**src/rtl/ser_pkg.sv**
```systemverilog
// Shared definitions for the serial transmit/detect path: FSM state
// encoding, the line idle level and the default bit-period divider.
package ser_pkg;

  typedef enum logic [1:0] {
    IDLE   = 2'd0,
    SHIFT  = 2'd1,
    PARITY = 2'd2
  } ser_tx_state_t;

  localparam logic SER_IDLE_LVL    = 1'b0;
  localparam int   SER_DIV_DEFAULT = 3;

endpackage

```
**src/rtl/ser_tick_gen.sv**
```systemverilog
// Bit-period divider: counts 0..DIV-1 while enabled and flags the last
// cycle of each period with tick. A synchronous clear restarts the period.
module ser_tick_gen
  import ser_pkg::*;
#(
  parameter int DIV = SER_DIV_DEFAULT
) (
  input  logic clk,
  input  logic rst,
  input  logic en,
  input  logic clr,
  output logic tick
);

  localparam int            CW      = (DIV > 1) ? $clog2(DIV) : 1;
  localparam logic [CW-1:0] CNT_MAX = CW'(DIV - 1);

  logic [CW-1:0] count;

  assign tick = en && (count == CNT_MAX);

  // Period counter, wraps to zero on tick so periods run back to back
  always_ff @(posedge clk or posedge rst) begin
    if (rst) begin
      count <= '0;
    end else if (clr) begin
      count <= '0;
    end else if (en) begin
      count <= tick ? '0 : count + CW'(1);
    end
  end

endmodule

```
**src/rtl/ser_tx_frame.sv**
```systemverilog
// Parallel-in, serial-out frame transmitter. Words are accepted over a
// valid/ready handshake and shifted out MSB-first, DIV cycles per bit,
// with a one-cycle bit_stb at the start of each bit period.
// Optional feature: define SER_TX_PARITY_EN to append an even parity bit.
module ser_tx_frame
  import ser_pkg::*;
#(
  parameter int DATA_W = 8,
  parameter int DIV    = SER_DIV_DEFAULT
) (
  input  logic              clk,
  input  logic              rst,
  input  logic [DATA_W-1:0] din,
  input  logic              din_valid,
  output logic              din_ready,
  output logic              ser_out,
  output logic              bit_stb,
  output logic              busy,
  output logic              frame_done
);

  localparam int            IW       = $clog2(DATA_W);
  localparam logic [IW-1:0] IDX_LAST = IW'(DATA_W - 1);

  ser_tx_state_t     state, state_n;
  logic [DATA_W-1:0] shreg, shreg_n;
  logic [IW-1:0]     idx, idx_n;
  logic              stb_n;
  logic              done_n;
  logic              tick;
  logic              accept;
  logic              last_bit;
  logic              frame_end;
`ifdef SER_TX_PARITY_EN
  logic              par, par_n;
`endif

  ser_tick_gen #(.DIV(DIV)) u_tick (
    .clk  (clk),
    .rst  (rst),
    .en   (busy),
    .clr  (accept),
    .tick (tick)
  );

  // The line bit is simply the top of the shift register, which is
  // loaded with the idle level whenever no frame is in flight.
  assign ser_out = shreg[DATA_W-1];
  assign busy    = (state != IDLE);

`ifdef SER_TX_PARITY_EN
  assign last_bit = (state == PARITY);
`else
  assign last_bit = (state == SHIFT) && (idx == IDX_LAST);
`endif

  // Ready in IDLE and in the final cycle of a frame so frames can stream
  assign frame_end = tick && last_bit;
  assign din_ready = !rst && ((state == IDLE) || frame_end);
  assign accept    = din_valid && din_ready;

  // Next-state and datapath: advance bits on tick, finish or reload at frame end
  always_comb begin
    state_n = state;
    shreg_n = shreg;
    idx_n   = idx;
    stb_n   = 1'b0;
    done_n  = 1'b0;
`ifdef SER_TX_PARITY_EN
    par_n   = par;
`endif
    case (state)
      SHIFT: begin
        if (tick && (idx != IDX_LAST)) begin
          shreg_n = shreg << 1;
          idx_n   = idx + IW'(1);
          stb_n   = 1'b1;
        end
`ifdef SER_TX_PARITY_EN
        else if (tick) begin
          state_n = PARITY;
          shreg_n = {par, {(DATA_W-1){1'b0}}};
          stb_n   = 1'b1;
        end
`endif
      end
      default: ;
    endcase
    if (frame_end) begin
      done_n  = 1'b1;
      state_n = IDLE;
      shreg_n = {DATA_W{SER_IDLE_LVL}};
      idx_n   = '0;
    end
    if (accept) begin
      state_n = SHIFT;
      shreg_n = din;
      idx_n   = '0;
      stb_n   = 1'b1;
`ifdef SER_TX_PARITY_EN
      par_n   = ^din;
`endif
    end
  end

  // State and datapath registers, cleared immediately on reset
  always_ff @(posedge clk or posedge rst) begin
    if (rst) begin
      state      <= IDLE;
      shreg      <= {DATA_W{SER_IDLE_LVL}};
      idx        <= '0;
      bit_stb    <= 1'b0;
      frame_done <= 1'b0;
`ifdef SER_TX_PARITY_EN
      par        <= 1'b0;
`endif
    end else begin
      state      <= state_n;
      shreg      <= shreg_n;
      idx        <= idx_n;
      bit_stb    <= stb_n;
      frame_done <= done_n;
`ifdef SER_TX_PARITY_EN
      par        <= par_n;
`endif
    end
  end

endmodule

```
**config.mk**
```make
export PLATFORM = sky130hd
export DESIGN_NAME = ser_tx_frame
export DESIGN_NICKNAME = d
export VERILOG_FILES = /design/src/rtl/ser_pkg.sv /design/src/rtl/ser_tick_gen.sv /design/src/rtl/ser_tx_frame.sv
export SDC_FILE = /design/constraint.sdc
export NUM_CORES = 1
export LEC_CHECK = 0
export BUFFER_PORTS_ARGS = -buffer_cell sky130_fd_sc_hd__buf_2
export CORE_MARGIN = 4
export CORE_UTILIZATION = 54
export CTS_CLUSTER_DIAMETER = 120
export DETAILED_ROUTE_END_ITERATION = 16
export PLACE_DENSITY = 0.79
export SLEW_MARGIN = 15
export SYNTH_ARGS = -nofsm -noshare
export SYNTH_HDL_FRONTEND = slang
export SYNTH_SLANG_ARGS = --single-unit
```
**constraint.sdc**
```tcl
create_clock -name clk -period 3.5 [get_ports clk]
set_clock_uncertainty 0.2 [all_clocks]
set_input_delay 0.175 -clock clk [delete_from_list [all_inputs] [get_ports clk]]
set_output_delay 0.175 -clock clk [all_outputs]
set_load 0.1 [all_outputs]
```
==> results.json <==
{
  "worst_path_max_delay_cell": "buf_2",
  "synth_top_area_share_pct": 54.2,
  "die-area_um2": 2020,
  "worstSetupPathType": "flip-flop to output pin",
  "hold_class": "flip-flop to flip-flop",
  "ios": 16,
  "layout-drive-gt1-share_pct": 22.6,
  "path_cells": "ha_1 > ha_1 > nand3b_1 > a21oi_1 > buf_2",
  "yosys_warnings": 0,
  "tightest_slew_ns": 0.764,
  "worstPathRequired_ns": 3.12,
  "critPathTopFamily": "buffers and inverters",
  "critPathMaxStageDelay_ns": 0.44,
  "crit_start": "idx[0]",
  "stdcell_count": 99,
  "cts_htree_levels": 1,
  "cts_buffers": 3,
  "synthArstFlopShare_pct": 100,
  "p_leak_nw": 0.470,
  "synth.most_common_cell": "dfrtp_1",
  "worstSkewPairLatency_ns": 0.27,
  "setup_viol": 0,
  "cts_tree": "yes",
  "num_rows": 13,
  "wl_per_cell_um": 13.5,
  "holdPathStages": 1,
  "drtIter0Drc": 4,
  "crit_fanout": 3,
  "syn_area_um2": 738,
  "reg2regPathDepth": 5,
  "drcViolationCount": 0,
  "avgSynthCellArea_um2": 12.3,
  "cts_buffer_depth": 2,
  "critical_path_depth": 5,
  "status": "finished clean",
  "finalPower_uw": 698,
  "via_per_inst": 5.19,
  "numPlacedInstances": 86,
  "final.min_clock_period_ns": 2.08,
  "io_buffers": 15,
  "power_density_nw_per_um2": 765,
  "yosysTopAreaCell": "dfrtp_1",
  "fillerInstances": 104,
  "maxSlewViolCount": 0,
  "dp_hpwl_um": 945,
  "setup_tns_ns": 0,
  "yosysSeqAreaShare_pct": 54.2,
  "cts.sinks": 16,
  "rrSetupSlack_ns": 1.47,
  "hold_viol": 0,
  "synth_common_cells": "16 x dfrtp_1, 7 x a221o_1, 6 x and2_1",
  "cts_root_buffer": "clkbuf_4",
  "core-area_um2": 1300,
  "synth_area_leaders": "dfrtp_1 54%, a221o_1 9.5%, and2_1 5.1%, a22o_1 4.7%, buf_6 4.6%",
  "first_pass_iters": 4,
  "cp-start-kind": "flip-flop",
  "antenna_found_initial": 0,
  "synthCells": 60,
  "rsz0062_at_grt": "no",
  "grt_pass1_wl_mm": 2.33,
  "timing.final.crit_share_pct": 59.4,
  "synth.ff_latch_count": 16,
  "diodes": 0,
  "drtAntennaViolNets": 0,
  "area_growth_pct": 23.7,
  "crit_top_cell": "ha_1",
  "syn-num-nets": 73,
  "die_y_um": 45.0,
  "pre_cts_ws_ns": 1.46,
  "slew-limit-headroom_pct": 49.1,
  "min_to": "idx[2]",
  "nets": 99,
  "worstHoldStart": "idx[2]",
  "yosysUniqueCellTypes": 20,
  "start_util_pct": 56.7,
  "vias": 514,
  "r2r-start": "idx[0]",
  "cp-end-kind": "output pin",
  "gp_congestion": 0.690,
  "grt_util_all_layers_pct": 15.7,
  "synth-edff-count": 0,
  "overflow": 0,
  "grt_pass1_vias": 511,
  "crit_arrival_ns": 1.71,
  "cap_violations": 0,
  "reg2reg_to": "shreg[5]",
  "cp.buffers_inverters": 1,
  "postCtsSetupBuffers": 0,
  "die_w_um": 45.0,
  "wl_mm": 1.34,
  "grt_start_max_net_pins": 18,
  "cts_resized": 0,
  "utilization_pct": 70.2,
  "max_freq_mhz": 481,
  "finalWorstSetupSlack_ns": 1.42,
  "ys.flop_type": "dfrtp_1",
  "path_clk_slew_ns": 0.08,
  "peakVddDrop_mv": 0.520
}
[cell type report]
class | instances | area (um^2) | area share [%]
timing repair buffer | 25 | 175 | 19.2
inverter | 2 | 7.51 | 0.822
sequential | 16 | 400 | 43.8
multi-input combinational | 38 | 289 | 31.6
tap | 15 | 18.8 | 2.05
clock buffer | 3 | 22.5 | 2.47
[placed cells by master, fill, tap and decap left out, drive strengths merged]
master / count
dfrtp: 16
buf: 15
dlygate4sd3: 10
a221o: 7
and2: 7
nor2: 4
a22o: 4
a21oi: 3
clkbuf: 3
inv: 2
mux2i: 2
nand2: 2
ha: 2
nand3b: 2
nand2b: 1
and4bb: 1
o21a: 1
nor2b: 1
or2: 1
[flip-flops by register name, indices dropped and copies added (netlist names)]
register      cells
bit_stb           1
frame_done        1
idx               3
shreg             8
state             1
u_tick.count      2
[per-stage QoR]
step | cell area [um^2] | hold slack [ns]
floorplan | 738 | -0.103
CTS | 913 | 0.312
detailed placement | 791 | 0.0932
global route | 913 | 0.328
finish | 913 | 0.312
global placement | 791 | 0.0868
[kinds of logic (layout without fill, tap and decap cells)]
family	after synthesis	in the layout	synth area share (%)
buffers and inverters	6	30	6.61
and+or+nand+nor	19	19	15.8
muxes	2	2	2.71
AOI/OAI and AO/OA	15	15	17.3
adders and majority gates	2	2	3.39
DFF	16	16	54.2
[worst max-delay path by stage]
stage	to	slack, ns
floorplan	din_ready	0.64
global placement	shreg[5]	1.59
detailed placement	shreg[5]	1.46
CTS	din_ready	1.40
global route	shreg[5]	1.30
finish	din_ready	1.42
[per-layer routing]
layer / global-route usage (%) / wire length, um
met5: 0 / 0
met4: 5.26 / 8
met3: 2.39 / 48
met2: 24.3 / 632
met1: 22.4 / 650
[where the power goes]
group	internal, mW	switching [mW]	leakage, nW
sequential	0.249	0.0470	0.206
combinational	0.112	0.198	0.250
clock	0.0398	0.0520	0.0138
[timing repair]
item	4_1_cts	5_1_grt
hold endpoints to repair	25	0
hold buffers	10	0
endpoints found under the setup margin	0	0
No activity file was read; power rests on OpenSTA's default activity.
